File: config.mk
export PLATFORM = sky130hd
export DESIGN_NAME = regfile_port_ctrl
export DESIGN_NICKNAME = d
export VERILOG_FILES = /design/src/rtl/regfile_port_ctrl.sv
export SDC_FILE = /design/constraint.sdc
export NUM_CORES = 1
export LEC_CHECK = 0
export ABC_AREA = 0
export ABC_CLOCK_PERIOD_IN_PS = 5700
export BUFFER_PORTS_ARGS = -buffer_cell sky130_fd_sc_hd__clkbuf_2
export CAP_MARGIN = 20
export CORE_AREA = 2 2 122 124
export CTS_BUF_LIST = sky130_fd_sc_hd__clkbuf_16
export DETAILED_ROUTE_END_ITERATION = 6
export DIE_AREA = 0 0 124 126
export GPL_TIMING_DRIVEN = 0
export PLACE_DENSITY = 0.86
export SKIP_LAST_GASP = 1
export SYNTH_ARGS = -nofsm -noshare
export SYNTH_HDL_FRONTEND = slang
export SYNTH_SLANG_ARGS = --single-unit
File: constraint.sdc
create_clock -name clk -period 5.7 [get_ports clk]
set_clock_uncertainty 0.2 [all_clocks]
set_input_delay 0.855 -clock clk [delete_from_list [all_inputs] [get_ports clk]]
set_output_delay 0.855 -clock clk [all_outputs]
set_load 0.02 [all_outputs]
File: src/rtl/regfile_port_ctrl.sv
// Port controller at the bitline end of the register-file array: registers two
// read requests and one write, decodes per-row strobes, and returns registered read data.
module regfile_port_ctrl #(
  parameter int NUM_REGS = 32,
  parameter int ADDR_W   = 5,
  parameter int DATA_W   = 32
) (
  input  logic                clk,
  input  logic                rst,
  input  logic                rd_req1,
  input  logic                rd_req2,
  input  logic [ADDR_W-1:0]   rd_addr1,
  input  logic [ADDR_W-1:0]   rd_addr2,
  input  logic                wr_req,
  input  logic [ADDR_W-1:0]   wr_addr,
  input  logic [DATA_W-1:0]   wr_data,
  output logic [DATA_W-1:0]   cell_d,
  output logic [NUM_REGS-1:0] cell_we,
  output logic [NUM_REGS-1:0] cell_re1,
  output logic [NUM_REGS-1:0] cell_re2,
  input  logic [DATA_W-1:0]   bitline1,
  input  logic [DATA_W-1:0]   bitline2,
  output logic [DATA_W-1:0]   rd_data1,
  output logic [DATA_W-1:0]   rd_data2,
  output logic                rd_valid1,
  output logic                rd_valid2,
  output logic                addr_err
);

  // One extra bit so NUM_REGS == 2**ADDR_W is representable.
  localparam logic [ADDR_W:0] NumRegsW = (ADDR_W + 1)'(NUM_REGS);

  function automatic logic in_range(input logic [ADDR_W-1:0] addr);
    return {1'b0, addr} < NumRegsW;
  endfunction

  // Stage A: request registers
  logic                a_rd_req1_q, a_rd_req2_q, a_wr_req_q;
  logic [ADDR_W-1:0]   a_rd_addr1_q, a_rd_addr2_q, a_wr_addr_q;
  logic [DATA_W-1:0]   a_wr_data_q;

  // Stage C: result registers
  logic                rd_valid1_q, rd_valid2_q, addr_err_q;
  logic [DATA_W-1:0]   rd_data1_q, rd_data2_q;
  logic [DATA_W-1:0]   rd_data1_d, rd_data2_d;
  logic                addr_err_d;

  logic rd1_live, rd2_live, wr_live;

  // NOTE: sequential state uses non-blocking assignments so every register
  // samples the pre-edge value of its sources, independent of block order.
  always_ff @(posedge clk or negedge rst) begin
    if (!rst) begin
      a_rd_req1_q  <= 1'b0;
      a_rd_req2_q  <= 1'b0;
      a_wr_req_q   <= 1'b0;
      a_rd_addr1_q <= '0;
      a_rd_addr2_q <= '0;
      a_wr_addr_q  <= '0;
      a_wr_data_q  <= '0;
    end else begin
      a_rd_req1_q  <= rd_req1;
      a_rd_req2_q  <= rd_req2;
      a_wr_req_q   <= wr_req;
      a_rd_addr1_q <= rd_addr1;
      a_rd_addr2_q <= rd_addr2;
      a_wr_addr_q  <= wr_addr;
      a_wr_data_q  <= wr_data;
    end
  end

  // Row 0 and out-of-range rows are never touched in the array.
  assign rd1_live = a_rd_req1_q && (a_rd_addr1_q != '0) && in_range(a_rd_addr1_q);
  assign rd2_live = a_rd_req2_q && (a_rd_addr2_q != '0) && in_range(a_rd_addr2_q);
  assign wr_live  = a_wr_req_q  && (a_wr_addr_q  != '0) && in_range(a_wr_addr_q);

  // Stage B decode is purely combinational from stage A, so the enables fall
  // as soon as reset clears the A registers.
  always_comb begin
    cell_we  = '0;
    cell_re1 = '0;
    cell_re2 = '0;
    for (int r = 0; r < NUM_REGS; r++) begin
      if (wr_live  && (a_wr_addr_q  == ADDR_W'(r))) cell_we[r]  = 1'b1;
      if (rd1_live && (a_rd_addr1_q == ADDR_W'(r))) cell_re1[r] = 1'b1;
      if (rd2_live && (a_rd_addr2_q == ADDR_W'(r))) cell_re2[r] = 1'b1;
    end
  end

  assign cell_d = a_wr_req_q ? a_wr_data_q : '0;

  // NOTE: each next-state value gets a default first so no path through the
  // block leaves it unassigned, which would infer a latch.
  always_comb begin
    rd_data1_d = rd_data1_q;
    rd_data2_d = rd_data2_q;
    if (a_rd_req1_q) begin
      if (!rd1_live)                                  rd_data1_d = '0;
      else if (wr_live && a_wr_addr_q == a_rd_addr1_q) rd_data1_d = a_wr_data_q;
      else                                            rd_data1_d = bitline1;
    end
    if (a_rd_req2_q) begin
      if (!rd2_live)                                  rd_data2_d = '0;
      else if (wr_live && a_wr_addr_q == a_rd_addr2_q) rd_data2_d = a_wr_data_q;
      else                                            rd_data2_d = bitline2;
    end
    addr_err_d = addr_err_q
               | (a_rd_req1_q && !in_range(a_rd_addr1_q))
               | (a_rd_req2_q && !in_range(a_rd_addr2_q))
               | (a_wr_req_q  && !in_range(a_wr_addr_q));
  end

  always_ff @(posedge clk or negedge rst) begin
    if (!rst) begin
      rd_valid1_q <= 1'b0;
      rd_valid2_q <= 1'b0;
      rd_data1_q  <= '0;
      rd_data2_q  <= '0;
      addr_err_q  <= 1'b0;
    end else begin
      rd_valid1_q <= a_rd_req1_q;
      rd_valid2_q <= a_rd_req2_q;
      rd_data1_q  <= rd_data1_d;
      rd_data2_q  <= rd_data2_d;
      addr_err_q  <= addr_err_d;
    end
  end

  assign rd_valid1 = rd_valid1_q;
  assign rd_valid2 = rd_valid2_q;
  assign rd_data1  = rd_data1_q;
  assign rd_data2  = rd_data2_q;
  assign addr_err  = addr_err_q;

endmodule

# After elaboration in Yosys (flattened, before gate mapping)
# Index checks and enable logic that the tools add are counted.
dict set report classes {
  eq_ne 95
  muxes 101
  n_reduce_logical 107
}
# cell n
set op_table {}
lappend op_table {{== test 5 bit, second input constant} 48}
lappend op_table {{two-way mux 32 bit} 5}
lappend op_table {{== test 5 x 4 -> 1 bit, second input constant} 24}
lappend op_table {{logical AND 1 bit} 101}
lappend op_table {{two-way mux 1 bit} 96}
lappend op_table {{== test 5 x 3 -> 1 bit, second input constant} 12}
lappend op_table {{== test 5 x 2 -> 1 bit, second input constant} 6}
lappend op_table {{== test 5 x 1 -> 1 bit, second input constant} 3}
lappend op_table {{logical NOT 5 bit} 3}
lappend op_table {{nonzero test 5 bit} 3}
lappend op_table {{== test 5 bit} 2}
dict set report totals {
  ff_bits 116
  input_bits 116
  out_inout_bits 195
  elab_cells 314
}

# Logic depth before layout (Yosys ltp)
dict set report logic_depth {
  word_depth 5
  mapped_depth 8
  mapped_depth_nobuf 4
}

# Worst setup path before layout
# OpenSTA, ideal clock, no wires.
dict set report synth_timing {
  path_type {register to output}
  start {register a_rd_req1_q}
  end {output cell_re1[12]}
  t_arrival_ps 1352
  required_ps 4645
  slack_ps 3293
  stages_incl_launch_ff 5
  n_path_buf 1
  path_cell_list {dfrtp_1 -> clkbuf_1 -> nor2b_1 -> nand3_1 -> nor2_1}
}
dict set report synth_between {
  elab_chain_cells 3
}
# item line
set synth_lines {}
lappend synth_lines {{start: declaration} 38} ;# logic a_rd_req1_q, a_rd_req2_q, a_wr_req_q;
lappend synth_lines {{start signal: assignment} 62} ;# a_rd_req1_q <= rd_req1;
lappend synth_lines {{logical AND 1 bit} 73} ;# assign rd1_live = a_rd_req1_q && (a_rd_addr1_q != '0) && in_range(a_rd_addr1_q);
lappend synth_lines {{logical AND 1 bit} 85} ;# if (rd1_live && (a_rd_addr1_q == ADDR_W'(r))) cell_re1[r] = 1'b1;
lappend synth_lines {{two-way mux 1 bit} 85}
lappend synth_lines {{end: declaration} 19} ;# output logic [NUM_REGS-1:0] cell_re1,
# Every way passes these cells.

# Final worst setup path
dict set report layout_timing {
  start {register a_rd_req1_q}
  end {output cell_re1[15]}
}
# Same word-level chain as after synthesis.

==> impl_metrics.py <==
metrics = {
    "setup_path": {
        "cp_data_required_time_ns": 4.64,
        "critPathArrivalTime_ns": 2.20,
        "worstPathMaxFanout": 10,
        "critPathLaunch": "a_rd_req1_q",
        "worstSetupStartpointType": "register",
        "endpoint_kind": "output port",
        "criticalPathCategory": "reg2out",
        "regToRegStartpoint": "a_wr_addr_q[3]",
    },
    "detailed_routing": {
        "vias_per_cell": 5.22,
        "wl_per_cell_um": 17.3,
        "drt-total-wl_um": 20000,
        "via_count": 6033,
        "drtIter0Drc": 300,
        "first_pass_iters": 5,
        "detail-route-antenna-nets": 0,
        "drc": 0,
    },
    "cts": {
        "htree_levels": 4,
        "clock_tree.root_cell": "clkbuf_16",
        "clk_pin_slew_ns": 0.05,
        "cts_buffers": 17,
        "tritoncts": "yes",
        "clock_latency_ns": 0.42,
        "cts_resized": 0,
        "hold_buffers": 0,
        "cts_setup_buffers": 0,
        "cts_max_path_buffers": 2,
        "clock-sinks": 116,
    },
    "synthesis": {
        "synth-simple-area-share_pct": 23.9,
        "yosys_warnings": 0,
        "avgSynthCellArea_um2": 9.88,
        "synthDominantCellAreaShare_pct": 46.4,
        "synthMuxAreaShare_pct": 0,
        "synth-xor-area-share_pct": 1.40,
        "syn_inst": 633,
        "synth.ff_latch_count": 116,
        "synth_compound_area_share_pct": 16.4,
        "ys_seq_area_share_pct": 46.4,
        "synth_top_family_by_area": "simple AND/OR/NAND/NOR gates",
        "yosysTopAreaCell": "dfrtp_1",
        "ys_top_cells_by_area": "dfrtp_1 (46%), o221ai_2 (15%), nand4_1 (6.7%)",
        "synth_cell_type_count": 31,
        "yosys.area_share.adder_pct": 0,
        "syn_area_mm2": 0.00625,
    },
    "timing": {
        "fmax_ghz": 0.307,
        "timing.final.crit_period_ns": 3.25,
        "timing.setup.tns_ns": 0,
        "hold_viol": 0,
        "slew_violations": 0,
        "worstMarginPinSlew_ns": 0.766,
        "period_share_pct": 57.1,
        "finalSetupViolations": 0,
        "maxSlewHeadroom_pct": 48.9,
        "rsz0062_at_grt": "no",
    },
    "placement": {
        "place.gp.congestion": 0.857,
        "port_buffers": 306,
        "dp.cells": 1127,
        "hpwl_um": 14700,
    },
    "power_and_ir_drop": {
        "power.density_mw_per_mm2": 276,
        "peakVddDrop_mv": 0.198,
        "p_leak_nw": 4.23,
        "power.total_mw": 2.37,
    },
    "global_routing": {
        "grt_pass1_vias": 5833,
        "antenna_found_initial": 0,
        "grt_util_all_layers_pct": 25.7,
        "grt_pass1_wl_um": 30300,
        "grt-ovfl-total": 0,
        "grt_start_max_net_pins": 117,
    },
    "hold_path": {
        "min_from": "a_rd_req1_q",
        "hp-class": "reg2reg",
    },
    "cells_and_area": {
        "layout_common_cells": "clkbuf_2 (306), dfrtp_1 (116), nor2_1 (95), nand2_1 (76), nand4_1 (67)",
        "syn_to_final_growth_pct": 37.3,
        "drive_gt1_share_pct": 45.3,
        "nets": 1078,
        "antennaDiodeCount": 0,
        "final_util_pct": 60.0,
        "final_common_cell": "clkbuf_2",
        "stdcell_count": 1156,
    },
    "floorplanning": {
        "ios": 311,
        "die_h_um": 126,
        "die_x_um": 124,
        "initial_core_util_pct": 43.7,
        "rows": 44,
        "die_area_mm2": 0.0156,
        "core_area_mm2": 0.0143,
    },
    "job": {
        "maxCapViolCount": 0,
    },
    "outcome": {
        "status": "finished clean",
    },
}
[per-layer routing]
layer	GRT usage (%)	up-vias	wire [um]
li1	-	2809	-
met1	29.3	2912	7840
met4	10.6	0	479
met5	0	-	0
met2	45.2	271	10300
met3	6.66	41	1330
[through the flow]
step | hold WS [ns] | setup slack, ns | cell area (um2)
floorplan | 0.173 | 3.29 | 6260
global placement | 0.189 | 1.85 | 8030
detailed placement | 0.199 | 2.84 | 8060
CTS | 0.205 | 2.40 | 8590
global route | 0.214 | 2.27 | 8590
finish | 0.203 | 2.45 | 8590
[sequential cells by signal, indices dropped and copies added (netlist names)]
signal and flops:
a_rd_addr1_q 5, a_rd_addr2_q 5, a_rd_req1_q 1, a_rd_req2_q 1, a_wr_addr_q 5, a_wr_data_q 32
a_wr_req_q 1, rd_data1 32, rd_data2 32, rd_valid1 1, rd_valid2 1
[critical path: stages, from the launching register on]
cell and delay [ns]:
dfrtp_1 0.36, clkbuf_1 0.56, nor2b_1 0.32, nand3_1 0.20
nor2_1 0.16, clkbuf_2 0.18
[worst paths after layout]
| check | endpoint | slack, ns | cells after the start |
|---|---|---|---|
| worst min-delay path | rd_valid1 | 0.20 | 0 |
| worst max register to register | rd_data1[25] | 3.46 | 7 |
| worst max-delay path | cell_re1[15] | 2.45 | 5 |
| worst min register to register | rd_valid1 | 0.20 | 0 |
| min in group asynchronous | a_rd_req1_q | 0.29 | 2 |
| max in group asynchronous | a_wr_addr_q[1] | 4.48 | 2 |
[cells in the mapped netlist (all sizes together)]
library cell and n:
o221ai 64, xor2 4, and2b 1, nand2b 4, and4 2, buf 45, conb 1, nor3 1
dfrtp 116, nor2 96, nand2 76, and2 34, nand4 67, o41a 2, nand3 12, or2 3
clkbuf 23, nor2b 8, inv 64, xnor2 6, or2b 2, a211oi 2
[logic make-up after synthesis]
family | count (synthesis)
AND/OR/NAND/NOR | 306
buffers and inverters | 132
other | 1
flip-flops | 116
XOR/XNOR | 10
AO/OA/AOI/OAI | 68
[report_power, final]
part / internal (mW) / switching [mW] / total, mW
Clock: 0.618 / 0.353 / 0.971
Combinational: 0.171 / 0.291 / 0.462
Sequential: 0.891 / 0.0471 / 0.938
[final cells by class]
class | count | area, um2
fill | 1229 | 5730
sequential | 116 | 2900
multi-input combinational | 388 | 2620
timing repair buffer | 307 | 1570
buffer | 68 | 503
clock buffer | 17 | 425
inverter | 64 | 240
tap | 184 | 230
clock inverter | 12 | 100
Note: power is estimated with default switching activity, not from simulation.
